===== src/rtl/float_mul.sv =====
// float_mul: pipelined half-precision (1/5/10, bias 15) floating-point multiplier.
// Format has a hidden leading 1, no denormals and no Inf/NaN. Any operand with E=0 is zero.
// Underflow flushes to +0 and overflow saturates to the largest finite magnitude.
//
// Ports
//   clock      system clock, rising edge
//   rst        asynchronous active-high reset, clears every pipeline register
//   ce         pipeline clock enable; 0 holds every stage
//   in_valid   adata/bdata qualify this cycle (sampled only when ce=1)
//   adata      operand A {S,E,B}
//   bdata      operand B {S,E,B}
//   out_valid  cdata holds a product
//   cdata      product {S,E,B}
//
// An operand pair sampled on ce edge k is presented after ce edge k+4:
// operand latch, decode, multiply/exponent, normalise, pack.
module float_mul #(
    parameter int EXP_W = 5,
    parameter int MAN_W = 10,
    parameter int BIAS  = 15
) (
    input  logic                     clock,
    input  logic                     rst,
    input  logic                     ce,
    input  logic                     in_valid,
    input  logic [EXP_W+MAN_W:0]     adata,
    input  logic [EXP_W+MAN_W:0]     bdata,
    output logic                     out_valid,
    output logic [EXP_W+MAN_W:0]     cdata
);

    localparam int DW  = 1 + EXP_W + MAN_W;
    localparam int ESW = EXP_W + 2;          // signed exponent width, holds -BIAS..2*max+1
    localparam int PW  = 2 * (MAN_W + 1);

    // Blocks capture on the first edge after reset release, even if in_valid=1 there.
    logic run_q;

    always_ff @(posedge clock or posedge rst) begin
        if (rst) begin
            run_q <= 1'b0;
        end else begin
            run_q <= 1'b1;
        end
    end

    // Operand latch
    logic          v0_q;
    logic [DW-1:0] a_q, b_q;

    always_ff @(posedge clock or posedge rst) begin
        if (rst) begin
            v0_q <= 1'b0;
            a_q  <= '0;
            b_q  <= '0;
        end else if (ce) begin
            v0_q <= in_valid & run_q;
            a_q  <= adata;
            b_q  <= bdata;
        end
    end

    // S1: decode
    logic             v1_q, z1_q, s1_q;
    logic [EXP_W-1:0] ea1_q, eb1_q;
    logic [MAN_W-1:0] ma1_q, mb1_q;

    always_ff @(posedge clock or posedge rst) begin
        if (rst) begin
            v1_q  <= 1'b0;
            z1_q  <= 1'b0;
            s1_q  <= 1'b0;
            ea1_q <= '0;
            eb1_q <= '0;
            ma1_q <= '0;
            mb1_q <= '0;
        end else if (ce) begin
            v1_q  <= v0_q;
            z1_q  <= (a_q[DW-2:MAN_W] == '0) || (b_q[DW-2:MAN_W] == '0);
            s1_q  <= a_q[DW-1] ^ b_q[DW-1];
            ea1_q <= a_q[DW-2:MAN_W];
            eb1_q <= b_q[DW-2:MAN_W];
            ma1_q <= a_q[MAN_W-1:0];
            mb1_q <= b_q[MAN_W-1:0];
        end
    end

    // S2: mantissa product and biased exponent sum
    logic                  v2_q, z2_q, s2_q;
    logic [PW-1:0]         p2_q;
    logic signed [ESW-1:0] esum2_q;
    logic [PW-1:0]         p_d;
    logic signed [ESW-1:0] esum_d;

    always_comb begin
        p_d    = {{(MAN_W + 1){1'b0}}, 1'b1, ma1_q} * {{(MAN_W + 1){1'b0}}, 1'b1, mb1_q};
        esum_d = $signed({2'b00, ea1_q}) + $signed({2'b00, eb1_q}) - $signed(ESW'(BIAS));
    end

    always_ff @(posedge clock or posedge rst) begin
        if (rst) begin
            v2_q    <= 1'b0;
            z2_q    <= 1'b0;
            s2_q    <= 1'b0;
            p2_q    <= '0;
            esum2_q <= '0;
        end else if (ce) begin
            v2_q    <= v1_q;
            z2_q    <= z1_q;
            s2_q    <= s1_q;
            p2_q    <= p_d;
            esum2_q <= esum_d;
        end
    end

    // S3: normalise; product of two [1,2) values lies in [1,4), so at most one shift
    logic                  v3_q, z3_q, s3_q;
    logic [MAN_W-1:0]      man3_q;
    logic signed [ESW-1:0] e3_q;
    logic [MAN_W-1:0]      man_d;
    logic signed [ESW-1:0] e_d;

    always_comb begin
        if (p2_q[PW-1]) begin
            man_d = p2_q[PW-2:MAN_W+1];
            e_d   = esum2_q + $signed(ESW'(1));
        end else begin
            man_d = p2_q[PW-3:MAN_W];
            e_d   = esum2_q;
        end
    end

    always_ff @(posedge clock or posedge rst) begin
        if (rst) begin
            v3_q   <= 1'b0;
            z3_q   <= 1'b0;
            s3_q   <= 1'b0;
            man3_q <= '0;
            e3_q   <= '0;
        end else if (ce) begin
            v3_q   <= v2_q;
            z3_q   <= z2_q;
            s3_q   <= s2_q;
            man3_q <= man_d;
            e3_q   <= e_d;
        end
    end

    // S4: pack with flush-to-zero and saturation
    logic [DW-1:0] cdata_d;
    logic          e_nonpos, e_ovf;

    always_comb begin
        e_nonpos = e3_q[ESW-1] || (e3_q == '0);
        // Once positive, any bit above the exponent field means e exceeds the largest exponent.
        e_ovf    = (e3_q[ESW-2:EXP_W] != '0);
        if (z3_q || e_nonpos) begin
            cdata_d = '0;
        end else if (e_ovf) begin
            cdata_d = {s3_q, {(DW - 1){1'b1}}};
        end else begin
            cdata_d = {s3_q, e3_q[EXP_W-1:0], man3_q};
        end
    end

    always_ff @(posedge clock or posedge rst) begin
        if (rst) begin
            out_valid <= 1'b0;
            cdata     <= '0;
        end else if (ce) begin
            out_valid <= v3_q;
            cdata     <= cdata_d;
        end
    end

endmodule


===== config.mk =====
export PLATFORM = sky130hd
export DESIGN_NAME = float_mul
export DESIGN_NICKNAME = d
export VERILOG_FILES = /design/src/rtl/float_mul.sv
export SDC_FILE = /design/constraint.sdc
export NUM_CORES = 1
export LEC_CHECK = 0
export BUFFER_PORTS_ARGS = -buffer_cell sky130_fd_sc_hd__buf_2
export CORE_ASPECT_RATIO = 0.9
export CORE_MARGIN = 2
export CORE_UTILIZATION = 50
export CTS_CLUSTER_DIAMETER = 40
export DETAILED_ROUTE_END_ITERATION = 8
export PLACE_DENSITY = 0.71
export SLEW_MARGIN = 25
export SYNTH_ARGS = -nofsm -noshare
export SYNTH_HDL_FRONTEND = slang
export SYNTH_SLANG_ARGS = --single-unit

===== constraint.sdc =====
create_clock -name clock -period 5.8 [get_ports clock]
set_input_delay 0.58 -clock clock [delete_from_list [all_inputs] [get_ports clock]]
set_output_delay 0.58 -clock clock [all_outputs]
set_load 0.1 [all_outputs]

After elaboration in Yosys (flattened, before gate mapping)
Index checks and enable logic that the tools add are counted.
{"block": "word_totals", "output_inout_bits": 17, "regBits": 136}
{"block": "op_classes", "n_reduce_logical": 6, "bitwise_logic": 2, "add_sub_neg": 3, "mux": 4, "multipliers": 1}
{"op": "$mul A11 B11 Y22", "n": 1}
{"op": "$mux W16", "n": 1}
{"op": "$mux W15", "n": 1}
{"op": "$logic_not A5 Y1", "n": 2}
{"op": "$mux W10", "n": 1}
{"op": "$add A7 B2 Y7 const B", "n": 1}
{"op": "$logic_not A7 Y1", "n": 1}
{"op": "$mux W7", "n": 1}
{"op": "$sub A6 B4 Y7 const B", "n": 1}
{"op": "$add A5 B5 Y6", "n": 1}
{"op": "$logic_or A1 B1 Y1", "n": 3}
{"op": "$and A1 B1 Y1", "n": 1}
{"op": "$xor A1 B1 Y1", "n": 1}

Longest topological paths before layout
Gate-level depths: netlist of the first run.
{"block": "logic_depth", "ltp_word": 4, "mapped_depth": 19, "mapped_depth_nobuf": 18}

Worst setup path after synthesis of the first run
Ideal clock, no wire load.
{"block": "synth_timing", "kind": "register to register", "from": "reg mb1_q[5]", "to": "reg p2_q[14]", "arrival_ps": 4802, "synth_period_minus_slack_ps": 4926, "stages_incl_launch_ff": 18, "required_ps": 5675, "path_slack_ps": 874, "cell_sequence": "dfrtp_1 clkbuf_1 nand2_1 fa_1 fa_1 inv_1 fa_1 fa_1 inv_1 fa_1 inv_1 ha_1 nor3_2 o2111ai_2 and3_4 a41o_1 xor2_1 mux2_2"}
{"block": "synth_between", "elab_chain_len": 1}
{"item": "start: declaration", "line_no": "66", "rtl": "logic [MAN_W-1:0] ma1_q, mb1_q;"}
{"item": "start signal: assignment", "line_no": "84", "rtl": "mb1_q <= b_q[MAN_W-1:0];"}
{"item": "$mul A11 B11 Y22", "line_no": "96", "rtl": "p_d = {{(MAN_W + 1){1'b0}}, 1'b1, ma1_q} * {{(MAN_W + 1){1'b0}}, 1'b1, mb1_q};"}
{"item": "end signal: assignment", "line_no": "111", "rtl": "p2_q <= p_d;"}
{"item": "end: declaration", "line_no": "90", "rtl": "logic [PW-1:0] p2_q;"}
Every way passes these cells.
A chain may end at the register's enable or synchronous reset.

Worst setup path after layout of the first run
{"block": "layout_timing", "from": "reg ma1_q[4]", "to": "reg p2_q[21]"}
{"block": "layout_between", "elab_chain_len": 1}
{"item": "start: declaration", "line_no": "66"}
{"item": "start signal: assignment", "line_no": "83", "rtl": "ma1_q <= a_q[MAN_W-1:0];"}
{"item": "$mul A11 B11 Y22", "line_no": "96"}
Every way passes these cells.

==> impl_metrics.ini, run 1 <==
[floorplan]
fp.dieH_um = 130
die_area_mm2 = 0.0188
coreArea_mm2 = 0.0174
ioPinCount = 53
die_w_um = 144
start_util_pct = 50.7
row_count = 46

[critical_path]
worstPathRequired_ns = 6.10
crit_slowest_cell = dfrtp_1
critPathLaunchType = flip-flop
cp_cell_sequence = inv_1, nor2_1, fa_1, fa_1, fa_1, fa_1, inv_1, fa_1, inv_1, ha_1, nand2_1, nor4_2, a211oi_4, o2111a_1, a221o_1
slowest_delay_ns = 0.59
path_class = flip-flop to flip-flop
cp_common_cell = fa_1
ff2ff_setup_slack_ns = 0.55
path_max_fanout = 10
worstPathArrival_ns = 5.55
end_kind = flip-flop

[placement]
hpwl_mm = 12.2
gp_congestion = 0.907
placedCellCount = 1084
port_buffers = 52

[synthesis]
ys_ff_latch = 126
synth_compound_area_share_pct = 7.79
synth_xor_area_share_pct = 2.08
synth_top_family_by_area = adder cells
synthTopCellsByArea = dfrtp_1 (36%), fa_1 (18%), ha_1 (9.3%)
synth.avg_cell_area_um2 = 10.6
syn_nets = 1012
yosys_warnings = 0
async_flop_share_pct = 100
synth_mux_area_share_pct = 9.53
yosysTopAreaCell = dfrtp_1
synth_edf_count = 0
synthTopCellsByCount = dfrtp_1 (126), inv_1 (122), nand2_1 (82)
synth_ff_type = dfrtp_1
synth_top_area_share_pct = 35.7
yosysMostFrequentCell = dfrtp_1
synth_cell_types = 51
netlist_instances = 830
synthAdderAreaFrac_pct = 27.5
synth_area_mm2 = 0.00884
ys_seq_area_share_pct = 35.7
yosys.area_share.simple_pct = 10.4

[global_route]
met1_usage_pct = 27.7
grt.met3_usage_pct = 3.63
top_usage_layer = met2
grt_pass1_vias = 5913
grt_start_max_net_pins = 104
grtUsageMet2_pct = 30.8
grt.overflow.total = 0
grt_pass1_wl_mm = 28.5
track_usage_pct = 19.5
antenna_found_initial = 0

[route]
ant_nets = 0
drt-initial-drc-count = 362
drcViolationCount = 0
vias = 5792
via_per_inst = 5.20
first_pass_iters = 7
routed_wirelength_mm = 16.6
drt-wirelength-per-cell_um = 14.9

[clock_network]
postCtsHoldBufs = 0
cts-resized-gates = 0
tritoncts = built
cts_buffers = 17
cts_setup_buffers = 0
clk_path_buf_depth = 2
cts_root_buffer = clkbuf_16
path_clk_slew_ns = 0.06
h-tree-depth = 4
clk_latency_ns = 0.42
cts_sinks = 126

[sta]
slew_headroom_pct = 42.7
finalHoldViolCount = 0
setup_viol = 0
finalMaxSlewViolations = 0
fin_crit_sh_pct = 90.5
fin_crit_ns = 5.25
worst_slew_pin_slew_ns = 0.859
grt_setup_unrepaired = no
max_freq_ghz = 0.190
skew_ns = 0.00693
fin_setup_tns_ns = 0

[cells_and_area]
drive_above_1_share_pct = 19.1
antenna_cells = 0
fillers = 1496
area_growth_pct = 10.9
multi_input_area_mm2 = 0.00506
nets = 1045
seq_area_mm2 = 0.00315
stdcell_count = 1113

[min_path]
hold_class = input port to asynchronous set/reset pin

[outcome]
outcome = complete, no violations

[run]
max_cap_violations = 0
sequential cells by signal (all words and copies together), names as in the netlist, 5 cells and up:
register,count
cdata,16
p2_q,12
ma1_q,10
a_q,16
b_q,16
ea1_q,5
mb1_q,10
man3_q,10
esum2_q,7
eb1_q,5
e3_q,7
cell type report:
cell class | instances | area share [%]
multi-input cells | 541 | 51.7
flip-flops and latches | 126 | 32.2
inverters | 122 | 4.70
clock buffers | 18 | 4.48
well taps | 240 | 3.06
repair buffers | 55 | 2.95
clock inverters | 11 | 0.970
final timing paths:
check,from,to,cells past startpoint
worst min register to register,z1_q$_DFFE_PP0P_,z1_q$_DFFE_PP0P_,1
worst max-delay path,ma1_q[4]$_DFFE_PP0P_,p2_q[21]$_DFFE_PP0P_,15
max in group asynchronous,rst,p2_q[12]$_DFFE_PP0P_,3
worst min-delay path,rst,a_q[12]$_DFFE_PP0P_,2
worst max register to register,ma1_q[4]$_DFFE_PP0P_,p2_q[21]$_DFFE_PP0P_,15
min in group clock,adata[15],a_q[15]$_DFFE_PP0P_,2
per-layer routing:
metal,part of all wire [%],wire length [um]
met5,0,0
met4,1.4,224
met3,3.6,601
met2,47,7810
met1,48,7920
cells by family after synthesis:
group / count (synthesis)
other: 1
flip-flops: 126
AO/OA/AOI/OAI: 103
AND/OR/NAND/NOR: 194
multiplexers: 76
XOR/XNOR: 21
buffers and inverters: 163
adder cells (fa/ha/maj): 146
cell usage in the layout (no fill, tap or decap), types with 3 or more instances in the layout:
cell        Yosys  layout
nor2_1         53      53
o211ai_1        3       3
mux2_2         65      65
mux2i_1        11      11
xor2_1          8       8
o2bb2ai_1      14      14
a21o_1          5       5
nand4_1         4       4
clkbuf_16       0      17
and2_1         30      30
nor3_1          3       3
buf_2           3      51
clkinvlp_4      0       3
o21ai_1         4       4
and2_2          6       6
o21ai_0        24      24
a21oi_1        32      32
clkinv_2        0       5
xnor2_1        13      13
nor4_2          3       3
ha_1           66      66
dfrtp_1       126     126
nand2_1        82      82
fa_1           80      80
nand3_1         3       3
buf_4           1       3
inv_1         122     121
o21bai_1        3       3
critical path: cells and delay by family, from the launching register on:
| kind | cells | cell delay (ns) |
|---|---|---|
| compound gates | 3 | 0.64 |
| flops | 1 | 0.59 |
| buf+inv | 3 | 0.29 |
| simple gates | 3 | 0.73 |
| fa+ha+maj | 6 | 2.88 |
through the flow:
| step | hold WS [ns] | instance area [um2] | setup slack (ns) | utilization [%] |
|---|---|---|---|---|
| 6_report | 0.267 | 9800 | 0.549 | 56.2 |
| 5_1_grt | 0.340 | 9800 | 0.328 | 56.2 |
| 4_1_cts | 0.297 | 9800 | 0.553 | 56.2 |
| 3_5_place_dp | 0.464 | 9260 | 0.570 | 53.1 |
| 3_3_place_gp | 0.461 | 9260 | 0.610 | 53.1 |
| 2_1_floorplan | 0.446 | 8840 | 0.874 | - |
Power of run 1 is not shown: default switching activity piles up to over one toggle a cycle in this logic, so the estimate is an artifact.
==> run 2, diff against run 1 <==
==> config.mk (replaced) <==
export PLATFORM = sky130hd
export DESIGN_NAME = float_mul
export DESIGN_NICKNAME = d
export VERILOG_FILES = /design/src/rtl/float_mul.sv
export SDC_FILE = /design/constraint.sdc
export NUM_CORES = 1
export LEC_CHECK = 0
export CORE_ASPECT_RATIO = 0.9
export CORE_MARGIN = 2
export CORE_UTILIZATION = 65
export CTS_CLUSTER_DIAMETER = 40
export DETAILED_ROUTE_END_ITERATION = 8
export DONT_BUFFER_PORTS = 1
export PLACE_DENSITY = 0.84
export SLEW_MARGIN = 25
export SYNTH_ARGS = -nofsm -noshare
export SYNTH_HDL_FRONTEND = slang
export SYNTH_SLANG_ARGS = --single-unit
export TNS_END_PERCENT = 5
==> impl_metrics.ini, run 2 (synthesis results as in run 1) <==
[critical_path]
r2r_cells = 15
cp_cell_sequence = nand2_1, fa_1, inv_1, fa_1, fa_1, fa_1, inv_1, fa_1, inv_1, ha_1, nand2_1, nor4_2, a211oi_4, o2111a_1, a221o_1
crit_slowest_cell = dfrtp_1
r2r-start = ma1_q[8]$_DFFE_PP0P_
worstPathRequired_ns = 6.10
worstPathArrival_ns = 5.63
endpoint = p2_q[21]$_DFFE_PP0P_
r2r-end = p2_q[21]$_DFFE_PP0P_
cp_common_cell = fa_1
path_max_fanout = 12
end_kind = flip-flop
cp-startpoint = ma1_q[8]$_DFFE_PP0P_
ff2ff_setup_slack_ns = 0.47
slowest_delay_ns = 0.67
path_class = flip-flop to flip-flop
critPathLaunchType = flip-flop

[cells_and_area]
area_growth_pct = 7.36
final_cell_mix = dfrtp_1 (126), inv_1 (121), nand2_1 (82), fa_1 (80), ha_1 (66)
nets = 992
antenna_cells = 0
fin_util_pct = 71.3
reg.largest.list = a_q x16, b_q x16, cdata x16
drive_above_1_share_pct = 14.2
layout.cells.most_common = dfrtp_1

[global_route]
track_usage_pct = 26.9
grt_pass1_vias = 6213
antenna_found_initial = 0
grt.overflow.total = 0
grt_pass1_wl_mm = 30.2
grt_start_max_net_pins = 154

[route]
routed_wirelength_mm = 17.5
drcViolationCount = 0
via_per_inst = 5.80
vias = 5745
drt-initial-drc-count = 236
ant_nets = 0
first_pass_iters = 5
drt-wirelength-per-cell_um = 17.7

[run]
max_cap_violations = 0

[outcome]
outcome = complete, no violations

[clock_network]
tritoncts = built
clk_path_buf_depth = 2
cts-resized-gates = 0
h-tree-depth = 4
clk_latency_ns = 0.43
cts_sinks = 126
postCtsHoldBufs = 0
cts_buffers = 17
cts_root_buffer = clkbuf_16
cts_setup_buffers = 0
path_clk_slew_ns = 0.06

[sta]
grt_setup_unrepaired = no
setup_viol = 0
slew_headroom_pct = 37.2
max_freq_ghz = 0.188
fin_setup_tns_ns = 0
fin_ws_ns = 0.473
hold_slack_ns = 0.138
skew_ns = 0.0110
finalHoldViolCount = 0
fin_crit_sh_pct = 91.8
fin_crit_ns = 5.33
finalMaxSlewViolations = 0
worst_slew_pin_slew_ns = 0.943

[min_path]
hold_class = input port to asynchronous set/reset pin

[floorplan]
start_util_pct = 66.4
ioPinCount = 53
row_count = 40
fp.dieH_um = 115
die_w_um = 127
die_area_mm2 = 0.0145
coreArea_mm2 = 0.0133

[placement]
preCtsSetupSlack_ns = 0.522
hpwl_mm = 12.8
gp_congestion = 0.905
port_buffers = 0
[run 2: cell types whose count changed in the layout (fill, tap and decap cells not counted), sizes merged]
cell	previous run	this run
inv	123	127
buf	55	2
clkinv	6	4
clkbuf	18	19
[run 2: layout make-up]
| class | count | area [um2] |
|---|---|---|
| Sequential cell | 126 | 3150 |
| Tap cell | 168 | 210 |
| Multi-Input combinational cell | 541 | 5060 |
| Timing Repair Buffer | 2 | 15.0 |
| Inverter | 122 | 463 |
| Clock inverter | 13 | 129 |
| Fill cell | 950 | 3830 |
| Clock buffer | 19 | 453 |
[run 2: worst min path at each step]
stage | start | end | depth (start not counted)
finish | rst | s1_q$_DFFE_PP0P_ | 1
global route | rst | s1_q$_DFFE_PP0P_ | 1
CTS | ce | man3_q[1]$_DFFE_PP0P_ | 1
detailed placement | a_q[1]$_DFFE_PP0P_ | ma1_q[1]$_DFFE_PP0P_ | 2
global placement | z1_q$_DFFE_PP0P_ | z1_q$_DFFE_PP0P_ | 1
floorplan | z1_q$_DFFE_PP0P_ | z1_q$_DFFE_PP0P_ | 1
[run 2: per-stage QoR]
stage	cells	instance area, um2
6_report	991	9490
4_1_cts	991	9480
3_5_place_dp	959	8900
3_3_place_gp	959	8900
5_1_grt	991	9490
2_1_floorplan	830	8840
[run 2: critical path, delay by kind of cell (launching register included)]
family	cells	cell delay [ns]
buf+inv	3	0.16
fa+ha+maj	6	2.98
simple gates	3	0.72
flops	1	0.67
compound gates	3	0.65
[run 2: routing by layer]
layer	part of all wire (%)	GRT usage [%]	vias to the layer above
met5	0	0	-
met4	3.2	12.4	0
met3	4.0	6.21	50
met2	51	44.8	136
met1	42	33.8	2918
li1	-	-	2641
Power of run 2 is left out for the same reason.
==> run 3, diff against run 2 <==
--- a/config.mk
+++ b/config.mk
@@ -5,7 +5,7 @@
 export SDC_FILE = /design/constraint.sdc
 export NUM_CORES = 1
 export LEC_CHECK = 0
-export CORE_ASPECT_RATIO = 0.9
+export CORE_ASPECT_RATIO = 1.75
 export CORE_MARGIN = 2
 export CORE_UTILIZATION = 65
 export CTS_CLUSTER_DIAMETER = 40
==> impl_metrics.ini, run 3 (synthesis results as in run 1) <==
[cells_and_area]
layout.cells.most_common = dfrtp_1
area_growth_pct = 7.04
stdcell_count = 996
final_cell_mix = dfrtp_1 (126), inv_1 (121), nand2_1 (82), fa_1 (80), ha_1 (66)
drive_above_1_share_pct = 14.0
reg.largest.list = a_q x16, b_q x16, cdata x16
antenna_cells = 0
postLayoutCellArea_mm2 = 0.00946
nets = 992
fillers = 941

[clock_network]
tritoncts = built
cts-resized-gates = 0
h-tree-depth = 4
clk_path_buf_depth = 2
postCtsHoldBufs = 0
cts_root_buffer = clkbuf_16
cts_buffers = 17
path_clk_slew_ns = 0.06
clk_latency_ns = 0.42
cts_setup_buffers = 0
cts_sinks = 126

[global_route]
grt_start_max_net_pins = 154
grt_pass1_vias = 6352
grt.overflow.total = 0
grt_pass1_wl_mm = 31.6
antenna_found_initial = 0
track_usage_pct = 28.5

[route]
first_pass_iters = 5
routed_wirelength_mm = 19.5
vias = 5805
drcViolationCount = 0
drt-initial-drc-count = 276
via_per_inst = 5.83
ant_nets = 0
drt-wirelength-per-cell_um = 19.6

[critical_path]
ff2ff_setup_slack_ns = 0.43
path_max_fanout = 12
end_kind = flip-flop
worstPathArrival_ns = 5.68
r2r-start = ma1_q[8]$_DFFE_PP0P_
r2r_cells = 16
critPathLaunchType = flip-flop
r2r-end = p2_q[19]$_DFFE_PP0P_
worstPathRequired_ns = 6.11
path_class = flip-flop to flip-flop

[sta]
fin_crit_ns = 5.37
skew_ns = 0.0106
hold_slack_ns = 0.0531
grt_setup_unrepaired = no
finalMaxSlewViolations = 0
max_freq_ghz = 0.186
fin_setup_tns_ns = 0
setup_viol = 0
slew_headroom_pct = 39.0
worst_slew_pin_slew_ns = 0.915
finalHoldViolCount = 0
fin_crit_sh_pct = 92.6

[run]
max_cap_violations = 0

[floorplan]
die_w_um = 92.1
die_area_mm2 = 0.0146
start_util_pct = 66.4
fp.dieH_um = 158
ioPinCount = 53
row_count = 56
coreArea_mm2 = 0.0133

[placement]
gp_congestion = 0.900
postPlaceCellArea_mm2 = 0.00891
port_buffers = 0
hpwl_mm = 14.7
placedCellCount = 965

[min_path]
hold_class = input port to asynchronous set/reset pin

[outcome]
outcome = complete, no violations
==> run 3: cell count changes in the layout (fill, tap and decap cells not counted) <==
cell / change
clkbuf_8: -2
clkinv_2: +2
inv_8: -2
buf_4: -1
buf_6: +1
clkbuf_1: +1
clkinv_4: -1
clkinvlp_4: +1
inv_4: +1
inv_6: -1
==> run 3: area by class of cell <==
cell class	count	area (um2)	share of cell area [%]
inverter	122	460	4.87
tap	174	218	2.30
clock inverter	13	115	1.22
sequential	126	3150	33.3
timing repair buffer	2	18.8	0.198
clock buffer	18	429	4.54
multi-input combinational	541	5060	53.5
==> run 3: per-layer routing <==
layer  global-route usage [%]  part of all wire [%]  vias to the layer above  wire [um]
li1                         -                     -                     2637          -
met1                     31.0                    35                     2986       6880
met2                     54.0                    58                      137      11300
met3                     3.66                   2.6                       45        507
met4                     14.4                   4.2                        0        815
met5                        0                     0                        -          0
==> run 3: through the flow <==
step	setup slack, ns	utilization [%]
global route	0.244	71.0
CTS	0.446	71.0
detailed placement	0.467	66.9
floorplan	0.874	-
global placement	0.572	66.9
finish	0.429	71.0
==> run 3: worst max path at each step <==
| stage | startpoint | to | slack, ns | cells past startpoint |
|---|---|---|---|---|
| 3_5_place_dp | mb1_q[5]$_DFFE_PP0P_ | p2_q[14]$_DFFE_PP0P_ | 0.47 | 16 |
| 5_1_grt | mb1_q[5]$_DFFE_PP0P_ | p2_q[14]$_DFFE_PP0P_ | 0.24 | 16 |
| 3_3_place_gp | mb1_q[8]$_DFFE_PP0P_ | p2_q[14]$_DFFE_PP0P_ | 0.57 | 17 |
| 4_1_cts | mb1_q[5]$_DFFE_PP0P_ | p2_q[14]$_DFFE_PP0P_ | 0.45 | 16 |
| 6_report | ma1_q[8]$_DFFE_PP0P_ | p2_q[19]$_DFFE_PP0P_ | 0.43 | 16 |
| 2_1_floorplan | mb1_q[5]$_DFFE_PP0P_ | p2_q[14]$_DFFE_PP0P_ | 0.87 | 17 |
==> run 3: worst max-delay path, stage by stage, from the launching register on <==
cell and delay, ns:
dfrtp_1 0.68, nand2_1 0.15, fa_1 0.53, inv_1 0.06, fa_1 0.48, fa_1 0.47
fa_1 0.53, inv_1 0.06, fa_1 0.55, inv_1 0.05, ha_1 0.36, a21oi_1 0.31
nor2_1 0.10, a211oi_1 0.31, o21ai_0 0.19, o21a_2 0.23, o31ai_2 0.19
Power of run 3 is left out for the same reason.
